## config.mk

```make
export PLATFORM = sky130hd
export DESIGN_NAME = mc_ctrl_fsm
export DESIGN_NICKNAME = d
export VERILOG_FILES = /design/src/rtl/mc_ctrl_fsm_pkg.sv /design/src/rtl/mc_alu_dec.sv /design/src/rtl/mc_ctrl_fsm.sv
export SDC_FILE = /design/constraint.sdc
export NUM_CORES = 1
export LEC_CHECK = 0
export CAP_MARGIN = 40
export CORE_MARGIN = 5
export CORE_UTILIZATION = 38
export CTS_CLUSTER_SIZE = 12
export DETAILED_ROUTE_END_ITERATION = 10
export PLACE_DENSITY_LB_ADDON = 0.08
export SLEW_MARGIN = 20
export SYNTH_ARGS = -nofsm -noshare
export SYNTH_HDL_FRONTEND = slang
export SYNTH_HIERARCHICAL = 1
export SYNTH_SLANG_ARGS = --single-unit
```

## constraint.sdc

```tcl
create_clock -name clk -period 1.6 [get_ports clk]
set_input_delay 0.24 -clock clk [delete_from_list [all_inputs] [get_ports clk]]
set_output_delay 0.24 -clock clk [all_outputs]
set_load 0.05 [all_outputs]
```

## src/rtl/mc_ctrl_fsm_pkg.sv

```systemverilog
// Shared encodings for the multicycle control unit and the ALU: opcodes, ALU codes, states, mux selects.
// Latency: n/a (constants and pure functions only).
// Backpressure: n/a.
package mc_ctrl_fsm_pkg;

    typedef enum logic [3:0] {
        S_RST = 4'd0,
        S_IF  = 4'd1,
        S_ID  = 4'd2,
        S_EXR = 4'd3,
        S_EXI = 4'd4,
        S_ADR = 4'd5,
        S_MRD = 4'd6,
        S_MWR = 4'd7,
        S_WBR = 4'd8,
        S_WBI = 4'd9,
        S_WBM = 4'd10,
        S_BR  = 4'd11,
        S_JMP = 4'd12
    } state_t;

    // ALU opcodes
    localparam logic [3:0] ALU_ADD  = 4'h0, ALU_ADDU = 4'h1, ALU_SUB  = 4'h2, ALU_SUBU = 4'h3;
    localparam logic [3:0] ALU_AND  = 4'h4, ALU_OR   = 4'h5, ALU_XOR  = 4'h6, ALU_NOR  = 4'h7;
    localparam logic [3:0] ALU_LUI  = 4'h8, ALU_SLL  = 4'h9, ALU_SRL  = 4'hA, ALU_SRA  = 4'hB;
    localparam logic [3:0] ALU_SLLV = 4'hC, ALU_SRLV = 4'hD, ALU_SRAV = 4'hE, ALU_PASSA = 4'hF;

    // Primary opcodes (IR[31:26])
    localparam logic [5:0] OP_RTYPE = 6'h00, OP_REGIMM = 6'h01, OP_J    = 6'h02, OP_JAL  = 6'h03;
    localparam logic [5:0] OP_BEQ   = 6'h04, OP_BNE    = 6'h05, OP_BLEZ = 6'h06, OP_BGTZ = 6'h07;
    localparam logic [5:0] OP_ADDI  = 6'h08, OP_ADDIU  = 6'h09, OP_ANDI = 6'h0C, OP_ORI  = 6'h0D;
    localparam logic [5:0] OP_XORI  = 6'h0E, OP_LUI    = 6'h0F, OP_LW   = 6'h23, OP_SW   = 6'h2B;

    // R-type funct codes (IR[5:0])
    localparam logic [5:0] F_SLL  = 6'h00, F_SRL  = 6'h02, F_SRA  = 6'h03, F_SLLV = 6'h04;
    localparam logic [5:0] F_SRLV = 6'h06, F_SRAV = 6'h07, F_JR   = 6'h08, F_JALR = 6'h09;
    localparam logic [5:0] F_ADD  = 6'h20, F_ADDU = 6'h21, F_SUB  = 6'h22, F_SUBU = 6'h23;
    localparam logic [5:0] F_AND  = 6'h24, F_OR   = 6'h25, F_XOR  = 6'h26, F_NOR  = 6'h27;

    // Datapath mux selects
    localparam logic [1:0] SRCA_PC = 2'b00, SRCA_RS = 2'b01, SRCA_RT = 2'b10;
    localparam logic [1:0] SRCB_RT = 2'b00, SRCB_4 = 2'b01, SRCB_IMM = 2'b10, SRCB_IMM2 = 2'b11;
    localparam logic [1:0] PCSRC_ALU = 2'b00, PCSRC_ALUOUT = 2'b01, PCSRC_JUMP = 2'b10, PCSRC_RS = 2'b11;
    localparam logic [1:0] DST_RT = 2'b00, DST_RD = 2'b01, DST_RA = 2'b10;
    localparam logic [1:0] M2R_ALU = 2'b00, M2R_MDR = 2'b01, M2R_PC = 2'b10;

    // Decode-stage dispatch; anything not recognised falls back to fetch as a nop.
    function automatic state_t id_next(input logic [5:0] op, input logic [5:0] funct, input logic [4:0] rt);
        state_t nxt;
        nxt = S_IF;
        case (op)
            OP_RTYPE: begin
                case (funct)
                    F_JR, F_JALR: nxt = S_JMP;
                    F_SLL, F_SRL, F_SRA, F_SLLV, F_SRLV, F_SRAV,
                    F_ADD, F_ADDU, F_SUB, F_SUBU, F_AND, F_OR, F_XOR, F_NOR: nxt = S_EXR;
                    default: nxt = S_IF;
                endcase
            end
            OP_LW, OP_SW:                      nxt = S_ADR;
            OP_BEQ, OP_BNE, OP_BLEZ, OP_BGTZ:  nxt = S_BR;
            OP_REGIMM:                         nxt = (rt == 5'd0 || rt == 5'd1) ? S_BR : S_IF;
            OP_J, OP_JAL:                      nxt = S_JMP;
            OP_ADDI, OP_ADDIU, OP_ANDI, OP_ORI, OP_XORI, OP_LUI: nxt = S_EXI;
            default:                           nxt = S_IF;
        endcase
        return nxt;
    endfunction

    function automatic logic [3:0] rfunct_alu(input logic [5:0] funct);
        logic [3:0] c;
        case (funct)
            F_ADD:  c = ALU_ADD;
            F_ADDU: c = ALU_ADDU;
            F_SUB:  c = ALU_SUB;
            F_SUBU: c = ALU_SUBU;
            F_AND:  c = ALU_AND;
            F_OR:   c = ALU_OR;
            F_XOR:  c = ALU_XOR;
            F_NOR:  c = ALU_NOR;
            F_SLL:  c = ALU_SLL;
            F_SRL:  c = ALU_SRL;
            F_SRA:  c = ALU_SRA;
            F_SLLV: c = ALU_SLLV;
            F_SRLV: c = ALU_SRLV;
            F_SRAV: c = ALU_SRAV;
            default: c = ALU_ADD;
        endcase
        return c;
    endfunction

endpackage

```

## src/rtl/mc_alu_dec.sv

```systemverilog
// ALU control decode: (state, op, funct) -> alu_ctrl, alu_src_a, alu_src_b, ext_op.
// Latency: combinational, zero cycles.
// Backpressure: none; outputs follow the state register directly.
module mc_alu_dec
    import mc_ctrl_fsm_pkg::*;
(
    input  state_t      state,
    input  logic [5:0]  op,
    input  logic [5:0]  funct,
    output logic [3:0]  alu_ctrl,
    output logic [1:0]  alu_src_a,
    output logic [1:0]  alu_src_b,
    output logic        ext_op
);

    always_comb begin
        alu_ctrl  = ALU_ADD;
        alu_src_a = SRCA_PC;
        alu_src_b = SRCB_RT;
        ext_op    = 1'b0;
        case (state)
            S_IF: begin
                alu_src_b = SRCB_4;
            end
            S_ID: begin
                // Speculative branch target into ALUOut
                alu_src_b = SRCB_IMM2;
                ext_op    = 1'b1;
            end
            S_EXR: begin
                alu_ctrl = rfunct_alu(funct);
                // Fixed shifts shift rt by shamt, which reaches the ALU as imm[10:6]
                if (funct == F_SLL || funct == F_SRL || funct == F_SRA) begin
                    alu_src_a = SRCA_RT;
                    alu_src_b = SRCB_IMM;
                end else begin
                    alu_src_a = SRCA_RS;
                    alu_src_b = SRCB_RT;
                end
            end
            S_EXI: begin
                alu_src_a = SRCA_RS;
                alu_src_b = SRCB_IMM;
                case (op)
                    OP_ADDI:  begin alu_ctrl = ALU_ADD;  ext_op = 1'b1; end
                    OP_ADDIU: begin alu_ctrl = ALU_ADDU; ext_op = 1'b1; end
                    OP_ANDI:  alu_ctrl = ALU_AND;
                    OP_ORI:   alu_ctrl = ALU_OR;
                    OP_XORI:  alu_ctrl = ALU_XOR;
                    OP_LUI:   alu_ctrl = ALU_LUI;
                    default:  alu_ctrl = ALU_ADD;
                endcase
            end
            S_ADR: begin
                alu_src_a = SRCA_RS;
                alu_src_b = SRCB_IMM;
                ext_op    = 1'b1;
            end
            S_BR: begin
                alu_src_a = SRCA_RS;
                alu_src_b = SRCB_RT;
                // Equality branches compare rs-rt; sign tests only look at rs
                alu_ctrl  = (op == OP_BEQ || op == OP_BNE) ? ALU_SUB : ALU_PASSA;
            end
            default: begin
            end
        endcase
    end

endmodule

```

## src/rtl/mc_ctrl_fsm.sv

```systemverilog
// Multicycle MIPS control FSM: sequences fetch/decode/execute/memory/writeback and drives datapath enables.
// Latency (mem_ready high): R/I-ALU 4, lw 5, sw 4, branch 3, jump 3 cycles.
// Backpressure: S_IF, S_MRD and S_MWR hold with the request asserted until mem_ready.
// Ports: clk/rst_n; IR fields op/funct/rt; alu_flags {neg,pos,zero}; mem_ready;
//        ALU control (alu_ctrl, alu_src_a/b, ext_op); PC/IR/memory/regfile controls; state_o debug.
module mc_ctrl_fsm
    import mc_ctrl_fsm_pkg::*;
#(
    parameter int OPW = 6,
    parameter int ACW = 4
) (
    input  logic           clk,
    input  logic           rst_n,
    input  logic [OPW-1:0] op,
    input  logic [OPW-1:0] funct,
    input  logic [4:0]     rt,
    input  logic [2:0]     alu_flags,
    input  logic           mem_ready,
    output logic [ACW-1:0] alu_ctrl,
    output logic [1:0]     alu_src_a,
    output logic [1:0]     alu_src_b,
    output logic           ext_op,
    output logic           pc_we,
    output logic [1:0]     pc_src,
    output logic           ir_we,
    output logic           mem_rd,
    output logic           mem_wr,
    output logic           iord,
    output logic           reg_we,
    output logic [1:0]     reg_dst,
    output logic [1:0]     mem_to_reg,
    output logic [3:0]     state_o
);

    state_t state, state_n;
    logic   br_taken;

    always_ff @(posedge clk or negedge rst_n) begin
        if (!rst_n) state <= S_RST;
        else        state <= state_n;
    end

    assign state_o = state;

    mc_alu_dec u_alu_dec (
        .state     (state),
        .op        (op),
        .funct     (funct),
        .alu_ctrl  (alu_ctrl),
        .alu_src_a (alu_src_a),
        .alu_src_b (alu_src_b),
        .ext_op    (ext_op)
    );

    // flags: [0] zero, [1] positive nonzero, [2] negative
    always_comb begin
        br_taken = 1'b0;
        case (op)
            OP_BEQ:    br_taken = alu_flags[0];
            OP_BNE:    br_taken = !alu_flags[0];
            OP_BGTZ:   br_taken = alu_flags[1];
            OP_BLEZ:   br_taken = alu_flags[0] | alu_flags[2];
            OP_REGIMM: begin
                if (rt == 5'd0)      br_taken = alu_flags[2];
                else if (rt == 5'd1) br_taken = alu_flags[0] | alu_flags[1];
                else                 br_taken = 1'b0;
            end
            default:   br_taken = 1'b0;
        endcase
    end

    always_comb begin
        state_n    = state;
        pc_we      = 1'b0;
        pc_src     = PCSRC_ALU;
        ir_we      = 1'b0;
        mem_rd     = 1'b0;
        mem_wr     = 1'b0;
        iord       = 1'b0;
        reg_we     = 1'b0;
        reg_dst    = DST_RT;
        mem_to_reg = M2R_ALU;
        case (state)
            S_RST: state_n = S_IF;
            S_IF: begin
                mem_rd = 1'b1;
                if (mem_ready) begin
                    pc_we   = 1'b1;
                    ir_we   = 1'b1;
                    state_n = S_ID;
                end
            end
            S_ID:  state_n = id_next(op, funct, rt);
            S_EXR: state_n = S_WBR;
            S_EXI: state_n = S_WBI;
            S_ADR: state_n = (op == OP_LW) ? S_MRD : S_MWR;
            S_MRD: begin
                mem_rd = 1'b1;
                iord   = 1'b1;
                if (mem_ready) state_n = S_WBM;
            end
            S_MWR: begin
                mem_wr = 1'b1;
                iord   = 1'b1;
                if (mem_ready) state_n = S_IF;
            end
            S_WBR: begin
                reg_we  = 1'b1;
                reg_dst = DST_RD;
                state_n = S_IF;
            end
            S_WBI: begin
                reg_we  = 1'b1;
                state_n = S_IF;
            end
            S_WBM: begin
                reg_we     = 1'b1;
                mem_to_reg = M2R_MDR;
                state_n    = S_IF;
            end
            S_BR: begin
                // ALUOut still holds the target computed during decode
                if (br_taken) begin
                    pc_we  = 1'b1;
                    pc_src = PCSRC_ALUOUT;
                end
                state_n = S_IF;
            end
            S_JMP: begin
                pc_we = 1'b1;
                // PC already holds PC+4, so the link value comes from PC
                if (op == OP_RTYPE) begin
                    pc_src = PCSRC_RS;
                    if (funct == F_JALR) begin
                        reg_we     = 1'b1;
                        reg_dst    = DST_RD;
                        mem_to_reg = M2R_PC;
                    end
                end else begin
                    pc_src = PCSRC_JUMP;
                    if (op == OP_JAL) begin
                        reg_we     = 1'b1;
                        reg_dst    = DST_RA;
                        mem_to_reg = M2R_PC;
                    end
                end
                state_n = S_IF;
            end
            default: state_n = S_RST;
        endcase
    end

endmodule

```

==> results of run 1 <==
[metrics by stage]
stage,TNS (ns),worst slack [ns],instances,hold slack [ns],utilization [%]
floorplan,-4.11,-0.486,153,-0.0556,-
global placement,-7.58,-0.566,275,0.449,84.5
detailed placement,-8.56,-0.630,275,0.461,84.5
CTS,-4.56,-0.369,288,0.222,96.8
[repair_timing]
| action | 4_1_cts |
|---|---|
| setup endpoints to repair | 25 |
| pin swaps | 35 |
| resized for setup | 110 |
| endpoints found under the hold margin | 0 |
| cloned | 1 |
| buffers inserted | 10 |
[cell usage after synthesis, drive strengths merged (3+ instances only)]
| master | n | area, um2 |
|---|---|---|
| nand3 | 3 | 15.0 |
| or2 | 3 | 21.3 |
| a21oi | 11 | 55.1 |
| nor3 | 7 | 35.0 |
| nor2 | 17 | 71.3 |
| o21ai | 4 | 20.0 |
| nand2b | 5 | 31.3 |
| nor4 | 5 | 46.3 |
| inv | 5 | 18.8 |
| or3b | 3 | 26.3 |
| a21o | 3 | 22.5 |
| nand2 | 19 | 71.3 |
| ha | 4 | 50.1 |
| nor2b | 4 | 25.0 |
| dfrtp | 4 | 100 |
| buf | 6 | 47.5 |
[logic make-up after synthesis]
kind of cell / synth area share [%]
AOI/OAI and AO/OA: 27.6
adders and majority gates: 4.62
buffers and inverters: 6.82
DFF: 9.25
muxes: 1.04
and+or+nand+nor: 50.6
==> qor.csv, run 1 <==
stage,metric,value,unit
logic_synthesis,prevailing post-synth register cell,dfrtp_1,
logic_synthesis,register area share after synthesis,9.25,%
global_routing,largest net degree at the start of global routing,16,
clocking,H-tree level count,1,
floorplanning,Die Ht,63.4,um
clocking,Longest Clk Path Bufs,2,
place,routability cong.,0.880,
place,DP Area,2310,um2
run_status,Err,"[ERROR DPL-0038] Utilization greater than 100%, impossible to legalize",
logic_synthesis,post-synthesis cell area,1080,um2
clocking,total CTS buffers,3,
logic_synthesis,synthesized instance count,153,
floorplanning,Die Width,63.4,um
logic_synthesis,synthesis warning total,6,
logic_synthesis,"Distinct cells, synth",62,
floorplanning,Site Rows,19,
run_status,Exit stage,global routing (5_1_grt),
floorplanning,Boundary Pins,48,
clocking,clock tree sinks,4,
logic_synthesis,Yosys reg bits,4,
logic_synthesis,async set or reset register ratio after synthesis,100,%
timing,worst ep type,primary output,
logic_synthesis,Mean Syn Cell Area,7.07,um2
place,IO buf count,47,
clocking,CTS Root Cell,clkbuf_4,
timing,worst setup endpoint GRT,alu_ctrl[3],
logic_synthesis,Synth Net Count,180,
run_status,status,aborted with a tool error,
logic_synthesis,"EDFF count, synth",0,
clocking,CTS Hold Bufs,0,
floorplanning,Initial Util,39.6,%
place,DPL Wire Length,3610,um
==> inputs of run 2 (changes only) <==
- CORE_UTILIZATION: 38 -> 25
- CTS_CLUSTER_SIZE: 12 -> not set
- PLACE_DENSITY_LB_ADDON: 0.08 -> 0.15
- clock period: 1.6 -> 2.1 ns (I/O delays scaled with it)
==> qor.csv, run 2 <==
stage,metric,value,unit
logic_synthesis,post-synthesis cell area,1080,um2
setup_path,Critical Path Start,op[4],
timing,Final Max Tran Viols,0,
place,routability cong.,0.867,
setup_path,"Arr. time, crit path",1.73,ns
setup_path,"Req. time, crit path",1.78,ns
floorplanning,core outline area,4260,um2
logic_synthesis,leading area contributor after synthesis,dfrtp_1,
floorplanning,Die Width,75.8,um
global_routing,total track usage,15.2,%
final_layout,Fillers,406,
routing,DR iter-0 viols,32,
setup_path,Crit Path Max Fanout,4,
final_layout,final design area excluding fillers,2240,um2
global_routing,largest net degree at the start of global routing,22,
setup_path,Crit path largest cell delay,0.46,ns
global_routing,initial antenna violation count,0,
setup_path,r2r setup slk,0.22,ns
power,Peak VDD IR,0.000374,V
timing,FMAX,488,MHz
final_layout,Largest register FFs,4,
floorplanning,Initial Util,25.4,%
timing,post-layout min period,2.05,ns
final_layout,area of the multi-input gates,1100,um2
clocking,clk_lat worst skew,0.22,ns
logic_synthesis,"EDFF count, synth",0,
final_layout,final core occ,52.5,%
power,P_leak,0.941,nW
place,Placed Cells,274,
final_layout,register area,110,um2
final_layout,diode count,0,
routing,TritonRoute pass-1 iters,4,
setup_path,R2R Path Start,state_o[0]$_DFFE_PN0P_,
setup_path,Critical Path Stages,6,
place,DPL Wire Length,3260,um
clocking,CTS Root Cell,clkbuf_8,
global_routing,number of global-route vias before repair,1414,
timing,worst-margin pin slew,0.492,ns
setup_path,Setup crit end kind,output port,
setup_path,worst-path cell chain,dlygate4sd2_1 > or4_4 > nor3_4 > nand3_2 > a21oi_2 > buf_12,
floorplanning,Die Ht,75.8,um
final_layout,layout cells sized above 1,48.9,%
clocking,CTS Hold Bufs,0,
worst_hold_path,Min-Delay Path Class,input pin to async pin,
setup_path,R2R Path End,state_o[2]$_DFFE_PN0P_,
timing,Final setup viols,0,
setup_path,worst path bufs/invs,2,
clocking,Longest Clk Path Bufs,2,
timing,clk_skew,0.00205,ns
logic_synthesis,register area share after synthesis,9.25,%
final_layout,most frequent cells in the layout,"buf_4, buf_12, nand2_1",
logic_synthesis,prevailing post-synth register cell,dfrtp_1,
routing,post-DR vias/cell,5.35,
logic_synthesis,share of the synthesized area in the top cell type,9.25,%
routing,final wirelength,4370,um
routing,antenna-violating nets left,0,
logic_synthesis,async set or reset register ratio after synthesis,100,%
setup_path,Setup crit start kind,input pin,
routing,# DRC,0,
floorplanning,Boundary Pins,48,
logic_synthesis,synthesized instance count,153,
place,IO buf count,47,
clocking,clock tree sinks,4,
setup_path,Crit-path slowest cell,or4_4,
clocking,CTS tree,done,
timing,Slew headroom,67.1,%
timing,"Hold Violations, Final",0,
final_layout,Area Overhead vs Synth,107,%
routing,wire length per cell,15.4,um
final_layout,final std cells w/o fill,283,
global_routing,global route overflow,0,
setup_path,crit path kind,input pin to output port,
setup_path,R2R depth,4,
run_status,status,completed,
clocking,"CTS clk-pin slew, worst paths",0.03,ns
logic_synthesis,Area contributors post-synth,"dfrtp_1, nand2_1, nor2_1, a21oi_1, ha_1",
setup_path,"CP delay by family, top",simple AND/OR/NAND/NOR gates,
global_routing,first-pass GRT wire length,6910,um
clocking,H-tree level count,1,
timing,crit share post-route,97.6,%
final_layout,"commonest non-fill, non-tap cell in the layout",buf_4,
logic_synthesis,top-count cell post-synth,nand2_1,
logic_synthesis,synthesis warning total,6,
floorplanning,die area,5740,um2
logic_synthesis,"Distinct cells, synth",62,
logic_synthesis,Mean Syn Cell Area,7.07,um2
clocking,total CTS buffers,3,
final_layout,# nets final,260,
logic_synthesis,Yosys reg bits,4,
run,Max-cap violations,0,
routing,Vias,1513,
place,DP Area,2050,um2
logic_synthesis,Synth Net Count,180,
floorplanning,Site Rows,24,
power,Cell Pwr Density,830,nW/um2
power,Final Power,1.86,mW
logic_synthesis,Post-synth top cells,"nand2_1, nor2_1, a21oi_1, nor3_1",
setup_path,Worst Setup EP,reg_dst[0],
## run 2: cell counts after synthesis
No cell type changed its count.
## run 2: layer usage
| metal | vias up | global-route usage (%) | share of wire (%) |
|---|---|---|---|
| met5 | - | 0 | 0 |
| met2 | 48 | 24.9 | 49 |
| met1 | 725 | 21.3 | 44 |
| met3 | 6 | 2.37 | 6.5 |
| li1 | 734 | - | - |
| met4 | 0 | 2.33 | 0.60 |
## run 2: worst reg2reg max path: cells and delay by family, from the launching register on
family / cells / cell delay (ns)
and+or+nand+nor: 1 / 0.53
DFF: 1 / 0.54
AOI/OAI and AO/OA: 2 / 0.51
buffers and inverters: 1 / 0.20
## run 2: kinds of logic (layout without fill, tap and decap cells)
kind of cell               Yosys count  after routing  share of synthesized area, %
buffers and inverters               13             91                          6.82
muxes                                1              1                          1.04
AOI/OAI and AO/OA                   40             40                          27.6
DFF                                  4              4                          9.25
adders and majority gates            4              4                          4.62
and+or+nand+nor                     91             91                          50.6
## run 2: worst min-delay path by stage
stage | start | to | slack, ns | depth (start not counted)
2_1_floorplan | rst_n | state_o[0]$_DFFE_PN0P_ | 0.02 | 0
3_3_place_gp | rst_n | state_o[1]$_DFFE_PN0P_ | 0.52 | 1
3_5_place_dp | rst_n | state_o[1]$_DFFE_PN0P_ | 0.53 | 1
4_1_cts | rst_n | state_o[1]$_DFFE_PN0P_ | 0.30 | 1
5_1_grt | rst_n | state_o[1]$_DFFE_PN0P_ | 0.32 | 1
6_report | rst_n | state_o[1]$_DFFE_PN0P_ | 0.31 | 1
## run 2: final cells by class
cell class / count / area share (%)
multi-input cells: 136 / 49.2
repair buffers: 83 / 40.3
flip-flops and latches: 4 / 4.92
well taps: 52 / 2.91
clock buffers: 3 / 1.85
inverters: 5 / 0.839
## run 2: power breakdown
| group | switching [mW] | internal (mW) |
|---|---|---|
| Combinational | 0.826 | 0.660 |
| Clock | 0.0384 | 0.122 |
| Sequential | 0.0936 | 0.117 |
## run 2: through the flow
stage,TNS [ns],hold slack (ns),setup WS (ns)
finish,0,0.309,0.0510
global route,-0.00166,0.324,-0.00166
CTS,0,0.303,0.00272
detailed placement,-3.00,0.533,-0.333
global placement,-2.77,0.519,-0.327
floorplan,-0.326,0.0194,-0.167
## run 2: what timing repair did
item,4_1_cts,5_1_grt
buffers inserted,1,5
endpoints found under the setup margin,13,11
resized for setup,30,19
pin swaps,12,9
Power figures use the tool's default switching activity.
==> RTL edit (flow settings as in run 2) <==
Reset style: synchronous (`rst_n`), changed in one clocked block.
--- a/src/rtl/mc_ctrl_fsm.sv
+++ b/src/rtl/mc_ctrl_fsm.sv
@@ -37,3 +37,3 @@
 
-    always_ff @(posedge clk or negedge rst_n) begin
+    always_ff @(posedge clk) begin
         if (!rst_n) state <= S_RST;
Behaviour: differs if rst_n is asserted again (counterexample within 4 cycles, from zero or initial values and one cycle with rst_n low); with rst_n held inactive, the same outputs for 10 cycles.
==> RTL edit against run 2 <==
Register-to-register slack improved by 0.11 ns. Via count down 3.7%. Routed wire length is 10% lower. Final area decreased by 7.2%. Total power is 26% lower. Synthesized area down 7.4%. Final cell count decreased by 1.1%. Combinational power is 32% lower. Hold slack improved by 0.39 ns. Sequential cell count is the same. Worst setup slack gained 0.0011 ns. Core utilization is 0.19 points higher. Largest power group unchanged. Highest routed layer unchanged.
==> RTL edit: results (changes against run 2) <==
* Syn_nets at 181 (+0.56%)
* Post-CTS setup buffer count at 0 (-1)
* Synth Area in XOR/XNOR at 1.748% (+1.7 points)
* Critical Path Source: funct[0]
* Placed Cells at 275 (+0.36%)
* Outcome: finished, final reports clean
* Slowest-stage cell, CP: o22ai_1
* Peak VDD IR at 0.0005189 V (+39%)
* Leakage at 0.8627 nW (-8.3%)
* Vias per Instance at 5.204 (-2.7%)
* Multiplexer area fraction after synthesis at 2.122% (+1.1 points)
* Clk_skew at 0.007402 ns (+0.005350 ns)
* Critical Path Sink: alu_src_a[0]
* Worst r2r src: state_o[1]$_SDFFE_PN0P_
* Worst path top cell family by delay: buffers and inverters
* Crit Path Max Fanout at 6 (+2)
* Synth top area cells: dfxtp_1, nor2_1, a21oi_1
* Met1 Usage GRT at 18.64% (-2.7 points)
* First-pass GRT wire length at 6354 um (-8.0%)
* Dpl ws at -0.3312 ns (+0.001840 ns)
* Register area share after synthesis at 7.990% (-1.3 points)
* Slowest stage delay, CP at 0.27 ns (-0.19 ns)
* Worst hold endpoint: state_o[3]$_SDFFE_PN0P_
* Filler Cell Count at 375 (-7.6%)
* Hold Crit Start: state_o[3]$_SDFFE_PN0P_
* Synth Area in Compound Gates at 31.96% (+4.3 points)
* Largest net degree at the start of global routing at 24 (+9.1%)
* End of the worst register-to-register path: state_o[0]$_SDFFE_PN0P_
* Flop2flop setup slack at 0.33 ns (+0.11 ns)
* DR WL met3 at 186 um (-34%)
* Post-Route M1 WL at 1798 um (-7.0%)
* Final Cycle Share at 97.52% (about the same)
* Met3 usage at 2.599% (+0.22 points)
* Max reg flops at 4 (unchanged)
* Hold slack at 0.6984 ns (+0.3892 ns)
* Min-delay worst type: reg -> reg
* GRT Util Overall at 14.53% (-0.69 points)
* Fin nets at 258 (-0.77%)
* Met2 Use GR at 23.54% (-1.4 points)
* Final Wtd Congestion at 0.9096 (+4.9%)
* Adder-Cell Fraction of Synth Area at 4.994% (+0.37 points)
* Slew of the pin with the lowest slew margin at 0.5323 ns (+0.04024 ns)
* Dpl cell area at 0.001962 mm^2 (-4.2%)
* Vias at 1457 (-3.7%)
* Met2 WL at 1815 um (-15%)
* Asr flop ratio synth at 0% (-100 points)
* Post-CTS sizing at 25 (-17%)
* Clk root buf: clkbuf_8
* Dpl hpwl at 3094 um (-5.1%)
* First-iteration detailed-routing DRC count at 63 (+97%)
* Uppermost layer routed: met4
* Share of layout cells above drive strength 1 at 37.83% (-11 points)
* Post-synth cell types at 53 (-15%)
* Top cells by count, synth: nor2_1, a21oi_1, nand2_1, o21ai_0
* Synth Instances at 154 (+0.65%)
* Post-Route WL at 3924 um (-10%)
* Ys Warns at 6 (unchanged)
==> RTL edit: cell types whose count changed after synthesis, sizes merged, moves of 3 or more <==
cell,change
and2,+6
buf,-3
clkbuf,+3
dfrtp,-4
dfxtp,+4
nand2,-9
nor2,+4
o21ai,+7
or2,-3
or3b,-3
==> RTL edit: area by class of cell <==
cell class	instances	area [um^2]	area share (%)
Timing Repair Buffer	80	882.1	42.50
Multi-Input combinational cell	136	970.9	46.78
Sequential cell	4	92.59	4.461
Inverter	6	22.52	1.085
Clock buffer	4	45.04	2.170
Tap cell	50	62.56	3.014
==> RTL edit: where the power goes <==
| part | internal, mW | switching, mW | total, mW | leakage [nW] |
|---|---|---|---|---|
| registers | 0.104 | 0.0828 | 0.187 | 0.0352 |
| clock network | 0.130 | 0.0417 | 0.171 | 0.0228 |
| logic | 0.457 | 0.568 | 1.02 | 0.805 |
| total | 0.691 | 0.692 | 1.38 | 0.863 |
